`config.mk`:
```
export PLATFORM = sky130hd
export DESIGN_NAME = store_buffer_flat
export DESIGN_NICKNAME = d
export VERILOG_FILES = /design/src/rtl/store_buffer_if.sv /design/src/rtl/store_buffer.sv /design/src/flat_wrapper.sv
export SDC_FILE = /design/constraint.sdc
export NUM_CORES = 1
export LEC_CHECK = 0
export CELL_PAD_IN_SITES_DETAIL_PLACEMENT = 0
export CELL_PAD_IN_SITES_GLOBAL_PLACEMENT = 1
export CORE_MARGIN = 8
export CORE_UTILIZATION = 35
export DETAILED_ROUTE_END_ITERATION = 16
export PLACE_DENSITY_LB_ADDON = 0.1
export SETUP_SLACK_MARGIN = 0.05
export SLEW_MARGIN = 0
export SYNTH_ARGS = -nofsm -noshare
export SYNTH_HDL_FRONTEND = slang
export SYNTH_SLANG_ARGS = --single-unit
```
`constraint.sdc`:
```
create_clock -name Clk -period 6.17 [get_ports Clk]
set_input_delay 1.234 -clock Clk [delete_from_list [all_inputs] [get_ports Clk]]
set_output_delay 1.234 -clock Clk [all_outputs]
set_load 0.01 [all_outputs]
```
`src/rtl/store_buffer_if.sv`:
```
// Store-buffer bundle: store push, load probe/forward, and the data-memory drain port.
interface store_buffer_if;
  logic        St_Valid;
  logic [31:0] St_Address;
  logic [31:0] St_Data;
  logic [1:0]  St_Control;
  logic        St_Ready;
  logic        Ld_Valid;
  logic [31:0] Ld_Address;
  logic [1:0]  Ld_Control;
  logic        Ld_Stall;
  logic        Fwd_Hit;
  logic [31:0] Fwd_Data;
  logic        Mem_Write;
  logic [31:0] Mem_Address;
  logic [31:0] Mem_Write_Data;
  logic [1:0]  Mem_Store_Control;
  logic        Empty;

  modport master (
    output St_Valid, St_Address, St_Data, St_Control, Ld_Valid, Ld_Address, Ld_Control,
    input  St_Ready, Ld_Stall, Fwd_Hit, Fwd_Data, Mem_Write, Mem_Address, Mem_Write_Data,
           Mem_Store_Control, Empty
  );

  modport slave (
    input  St_Valid, St_Address, St_Data, St_Control, Ld_Valid, Ld_Address, Ld_Control,
    output St_Ready, Ld_Stall, Fwd_Hit, Fwd_Data, Mem_Write, Mem_Address, Mem_Write_Data,
           Mem_Store_Control, Empty
  );
endinterface

```
`src/rtl/store_buffer.sv`:
```
// DEPTH-entry store FIFO draining one store per cycle (visible at head one cycle after push; St_Ready=0 when full).
// Loads hitting a pending store are forwarded (STORE_FWD_EN defined, sw only) or stalled until the match drains.
module store_buffer #(
  parameter int DEPTH = 4
) (
  input logic          Clk,
  input logic          Rst,
  store_buffer_if.slave bus
);
  localparam int AW = $clog2(DEPTH);

  logic [DEPTH-1:0] r_valid;
  logic [31:0]      r_addr [DEPTH];
  logic [31:0]      r_data [DEPTH];
  logic [1:0]       r_ctrl [DEPTH];
  logic [AW-1:0]    r_head;
  logic [AW-1:0]    r_tail;
  logic [AW:0]      r_count;

  logic          w_empty;
  logic          w_full;
  logic          w_push;
  logic          w_pop;
  logic          w_match;
  logic [AW-1:0] w_match_idx;
  logic [AW-1:0] w_idx;
  logic          w_stall;
  logic          w_hit;
  logic [31:0]   w_fwd;

  assign w_empty = (r_count == '0);
  assign w_full  = (r_count == (AW+1)'(DEPTH));
  assign w_push  = bus.St_Valid && !w_full;
  assign w_pop   = !Rst && !w_empty && (!bus.Ld_Valid || w_stall);

  // Walk oldest to youngest so the last hit is the youngest matching store.
  always_comb begin
    w_match     = 1'b0;
    w_match_idx = r_head;
    w_idx       = r_head;
    for (int i = 0; i < DEPTH; i++) begin
      w_idx = r_head + AW'(i);
      if (r_valid[w_idx] && (r_addr[w_idx][15:2] == bus.Ld_Address[15:2])) begin
        w_match     = 1'b1;
        w_match_idx = w_idx;
      end
    end
  end

`ifdef STORE_FWD_EN
  function automatic logic [31:0] f_extract(input logic [31:0] w, input logic [1:0] a,
                                            input logic [1:0] c);
    logic [31:0] r;
    logic [7:0]  b;
    logic [15:0] h;
    case (a)
      2'b11:   b = w[7:0];
      2'b10:   b = w[15:8];
      2'b01:   b = w[23:16];
      default: b = w[31:24];
    endcase
    h = a[0] ? w[15:0] : w[31:16];
    r = w;
    if (c == 2'b10)      r = {{24{b[7]}}, b};
    else if (c == 2'b11) r = a[1] ? 32'h0 : {{16{h[15]}}, h};
    return r;
  endfunction

  logic w_match_sw;
  assign w_match_sw = (r_ctrl[w_match_idx][1] == 1'b0);
  assign w_stall    = bus.Ld_Valid && w_match && !w_match_sw;
  assign w_hit      = bus.Ld_Valid && w_match && w_match_sw;
  assign w_fwd      = w_hit ? f_extract(r_data[w_match_idx], bus.Ld_Address[1:0], bus.Ld_Control)
                            : 32'h0;
`else
  assign w_stall = bus.Ld_Valid && w_match;
  assign w_hit   = 1'b0;
  assign w_fwd   = 32'h0;
`endif

  always_ff @(posedge Clk) begin
    if (Rst) begin
      r_head  <= '0;
      r_tail  <= '0;
      r_count <= '0;
      r_valid <= '0;
      for (int i = 0; i < DEPTH; i++) begin
        r_addr[i] <= '0;
        r_data[i] <= '0;
        r_ctrl[i] <= '0;
      end
    end else begin
      if (w_pop) begin
        r_valid[r_head] <= 1'b0;
        r_head          <= r_head + AW'(1);
      end
      if (w_push) begin
        r_valid[r_tail] <= 1'b1;
        r_addr[r_tail]  <= bus.St_Address;
        r_data[r_tail]  <= bus.St_Data;
        r_ctrl[r_tail]  <= bus.St_Control;
        r_tail          <= r_tail + AW'(1);
      end
      case ({w_push, w_pop})
        2'b10:   r_count <= r_count + (AW+1)'(1);
        2'b01:   r_count <= r_count - (AW+1)'(1);
        default: r_count <= r_count;
      endcase
    end
  end

  assign bus.St_Ready          = !w_full;
  assign bus.Empty             = w_empty;
  assign bus.Ld_Stall          = w_stall;
  assign bus.Fwd_Hit           = w_hit;
  assign bus.Fwd_Data          = w_fwd;
  assign bus.Mem_Write         = w_pop;
  assign bus.Mem_Address       = r_addr[r_head];
  assign bus.Mem_Write_Data    = r_data[r_head];
  assign bus.Mem_Store_Control = r_ctrl[r_head];
endmodule

```
`src/flat_wrapper.sv`:
```
// flat-port wrapper written by rule: the top's interface ports become plain ports
module store_buffer_flat 
#(
  parameter int DEPTH = 4
)
  (Clk, Rst, bus_St_Valid, bus_St_Address, bus_St_Data, bus_St_Control, bus_Ld_Valid, bus_Ld_Address, bus_Ld_Control, bus_St_Ready, bus_Ld_Stall, bus_Fwd_Hit, bus_Fwd_Data, bus_Mem_Write, bus_Mem_Address, bus_Mem_Write_Data, bus_Mem_Store_Control, bus_Empty);
  store_buffer_if bus_i ();
  input logic Clk;
  input logic Rst;
  input wire logic [$bits(bus_i.St_Valid)-1:0] bus_St_Valid;
  input wire logic [$bits(bus_i.St_Address)-1:0] bus_St_Address;
  input wire logic [$bits(bus_i.St_Data)-1:0] bus_St_Data;
  input wire logic [$bits(bus_i.St_Control)-1:0] bus_St_Control;
  input wire logic [$bits(bus_i.Ld_Valid)-1:0] bus_Ld_Valid;
  input wire logic [$bits(bus_i.Ld_Address)-1:0] bus_Ld_Address;
  input wire logic [$bits(bus_i.Ld_Control)-1:0] bus_Ld_Control;
  output wire logic [$bits(bus_i.St_Ready)-1:0] bus_St_Ready;
  output wire logic [$bits(bus_i.Ld_Stall)-1:0] bus_Ld_Stall;
  output wire logic [$bits(bus_i.Fwd_Hit)-1:0] bus_Fwd_Hit;
  output wire logic [$bits(bus_i.Fwd_Data)-1:0] bus_Fwd_Data;
  output wire logic [$bits(bus_i.Mem_Write)-1:0] bus_Mem_Write;
  output wire logic [$bits(bus_i.Mem_Address)-1:0] bus_Mem_Address;
  output wire logic [$bits(bus_i.Mem_Write_Data)-1:0] bus_Mem_Write_Data;
  output wire logic [$bits(bus_i.Mem_Store_Control)-1:0] bus_Mem_Store_Control;
  output wire logic [$bits(bus_i.Empty)-1:0] bus_Empty;
  assign bus_i.St_Valid = bus_St_Valid;
  assign bus_i.St_Address = bus_St_Address;
  assign bus_i.St_Data = bus_St_Data;
  assign bus_i.St_Control = bus_St_Control;
  assign bus_i.Ld_Valid = bus_Ld_Valid;
  assign bus_i.Ld_Address = bus_Ld_Address;
  assign bus_i.Ld_Control = bus_Ld_Control;
  assign bus_St_Ready = bus_i.St_Ready;
  assign bus_Ld_Stall = bus_i.Ld_Stall;
  assign bus_Fwd_Hit = bus_i.Fwd_Hit;
  assign bus_Fwd_Data = bus_i.Fwd_Data;
  assign bus_Mem_Write = bus_i.Mem_Write;
  assign bus_Mem_Address = bus_i.Mem_Address;
  assign bus_Mem_Write_Data = bus_i.Mem_Write_Data;
  assign bus_Mem_Store_Control = bus_i.Mem_Store_Control;
  assign bus_Empty = bus_i.Empty;
  store_buffer #(.DEPTH(DEPTH)) u_core (.Clk(Clk), .Rst(Rst), .bus(bus_i));
endmodule
```
==> impl_metrics.json <==
{
  "initial_core_util_pct": 35.1,
  "postCtsSetupBuffers": 0,
  "postSynthCellCount": 972,
  "drtIter0Drc": 392,
  "drtPass1Iterations": 7,
  "slew_violations": 0,
  "fin_area_um2": 17300,
  "cts_made_buffers": 34,
  "clock-sinks": 277,
  "wl_per_cell_um": 23.1,
  "avgSynthCellArea_um2": 14.6,
  "grt_setup_unrepaired": "no",
  "cts_tree": "done",
  "grt_first_pass_wirelength_um": 56800,
  "max_stage_delay_ps": 730,
  "placed_cell_area_um2": 16200,
  "powerDensity_nw_per_um2": 324,
  "core_um2": 40500,
  "cp_slowest_cell": "a2111oi_0",
  "critPathLaunchType": "flop",
  "grtUsageTotal_pct": 16.0,
  "clkTransAtPathRegs_ps": 50,
  "hold_path_class": "flop to flop",
  "clockBufferDepth": 3,
  "setup.worst_path.class": "flop to primary output",
  "synth_ff_type": "edfxtp_1",
  "vias": 8206,
  "setup_viol": 0,
  "die_area_um2": 47300,
  "drive_gt1_share_pct": 14.8,
  "fin_nets": 1226,
  "post-place-ws_ps": 604,
  "globalplace.congestion": 0.838,
  "dp_hpwl_um": 23300,
  "cp.arrival_ps": 4530,
  "peakVddDrop_mv": 0.181,
  "crit_chain": "buf_4 > mux2i_1 > mux2_2 > o22ai_1 > a2111oi_0 > nand4_1 > a31oi_4 > nor2b_1 > clkdlybuf4s50_1",
  "power.leakage_uw": 0.00600,
  "rows": 74,
  "most-common-layout-cells": "266 x and2_1, 264 x edfxtp_1, 153 x clkdlybuf4s50_1, 82 x mux4_2, 42 x mux2i_1",
  "fin_crit_sh_pct": 93.4,
  "cp.required_ps": 4940,
  "final_common_cell": "and2_1",
  "grt_pass1_vias": 8703,
  "final_util_pct": 42.7,
  "synth_cell_type_count": 56,
  "setup_tns_ps": 0,
  "timing.fmax_mhz": 174,
  "boundaryPins": 207,
  "area_growth_pct": 21.5,
  "drtAntennaViolNets": 0,
  "cts_hold_buf": 0,
  "critPathCaptureType": "primary output",
  "gr-total-overflow": 0,
  "clock_latency_ps": 540,
  "cts-resized-gates": 0,
  "drc": 0,
  "fin_ws_ps": 409,
  "postSynth.asyncResetShare_pct": 0,
  "h-tree-depth": 2,
  "grt_start_max_net_pins": 67,
  "drv_cap": 0,
  "fp.dieH_um": 218,
  "netlist_area_um2": 14200,
  "synth_warnings": 0,
  "ys_ff_latch": 277,
  "max_slew_margin_pct": 38.6,
  "wirelength_um": 38500,
  "hold_viol": 0,
  "drt-vias-per-instance": 4.92,
  "run_status": "completed",
  "synth_edf_count": 264,
  "yosysSeqAreaShare_pct": 57.6,
  "fill_cells": 3766,
  "cp_max_fo": 54,
  "antenna_found_initial": 3,
  "dieWidth_um": 218,
  "fin_worst_skew_ps": 17.7,
  "root_buffer": "clkbuf_16",
  "io_buffer_count": 153,
  "finalCriticalPeriod_ps": 5760,
  "worst_pin_slew_ps": 921
}
==> metrics by stage <==
step | total power [uW] | std cells | hold slack (ps)
5_1_grt | 5830 | 1667 | 544
4_1_cts | 5690 | 1667 | 517
3_3_place_gp | 3750 | 1608 | 494
2_1_floorplan | 3180 | 1004 | 472
6_report | 5590 | 1668 | 506
3_5_place_dp | 3750 | 1608 | 510
==> synth_stat cells, types with 3 or more instances <==
library cell  count  share of area [%]
and2_1          266                 12
edfxtp_1        264                 56
mux4_2           82                 13
clkbuf_1         42                1.1
mux2i_1          42                3.0
xnor2_1          40                2.5
buf_4            35                1.8
xor2_1           16               0.99
nand2_1          14               0.37
dfxtp_1          13                1.8
inv_1            13               0.34
buf_1            11               0.29
nor2_1           10               0.26
ha_1              9               0.79
a21oi_1           8               0.28
buf_2             7               0.25
mux2_2            7               0.55
o21ai_0           6               0.21
nand2b_1          5               0.22
nand4_1           5               0.22
a211oi_1          4               0.21
a311oi_1          4               0.25
buf_6             4               0.32
nand3_1           4               0.14
nor3_1            4               0.14
nor4_1            4               0.18
or2_2             4               0.18
or3_1             4               0.18
a32oi_1           3               0.18
mux2_1            3               0.24
nor2b_1           3               0.13
o22ai_1           3               0.13
==> state kept, by name (all words and copies together), names as in the netlist, named ones only <==
register        count
u_core.r_ctrl       8
u_core.r_tail       2
u_core.r_head       2
u_core.r_addr     128
u_core.r_valid      4
u_core.r_data     128
u_core.r_count      3
==> kinds of logic (layout without fill, tap and decap cells) <==
kind of cell,count (synthesis),in the layout,share of synthesized area (%)
mux,135,135,16.8
compound gates,55,55,3.04
other cells,1,34,0.0264
xor+xnor,56,56,3.45
buf+inv,113,244,4.26
flops,277,277,57.6
simple gates,325,325,13.9
fa+ha+maj,10,10,0.933
==> power breakdown <==
part	leakage [uW]	internal, uW	switching, uW
combinational	0.00264	695	669
sequential	0.00285	2220	91.9
clock	0.000510	1130	777
total	0.00600	4050	1540
==> layout make-up <==
class	instances	area [um2]	area share (%)
clock buffer	48	925	5.35
antenna	1	2.50	0.0145
sequential	277	8200	47.5
multi-input combinational	614	5580	32.3
tap	532	666	3.85
timing repair buffer	172	1720	9.98
inverter	13	48.8	0.283
clock inverter	11	124	0.717
==> critical path, delay by kind of cell (launching register included) <==
kind,cells,cell delay [ps]
multiplexers,2,720
AO/OA/AOI/OAI,3,1100
flip-flops,1,320
buffers and inverters,2,1270
AND/OR/NAND/NOR,2,550
==> metal layers <==
metal / vias up / wire (um) / track usage (%)
met5: - / 22 / 0
met4: 4 / 985 / 5.82
met2: 195 / 18900 / 26.8
li1: 3818 / - / -
met1: 4130 / 16600 / 20.0
met3: 59 / 2100 / 3.87
==> worst paths after layout <==
path / from / cells after the start / to / slack, ps
min: u_core.r_count[2] / 2 / u_core.r_count[2] / 510
min reg2reg: u_core.r_count[2] / 2 / u_core.r_count[2] / 510
max: u_core.r_head[0] / 9 / bus_Mem_Write / 410
max reg2reg: u_core.r_head[0] / 14 / u_core.r_count[2] / 1420
Note: power is estimated with default switching activity, not from simulation.
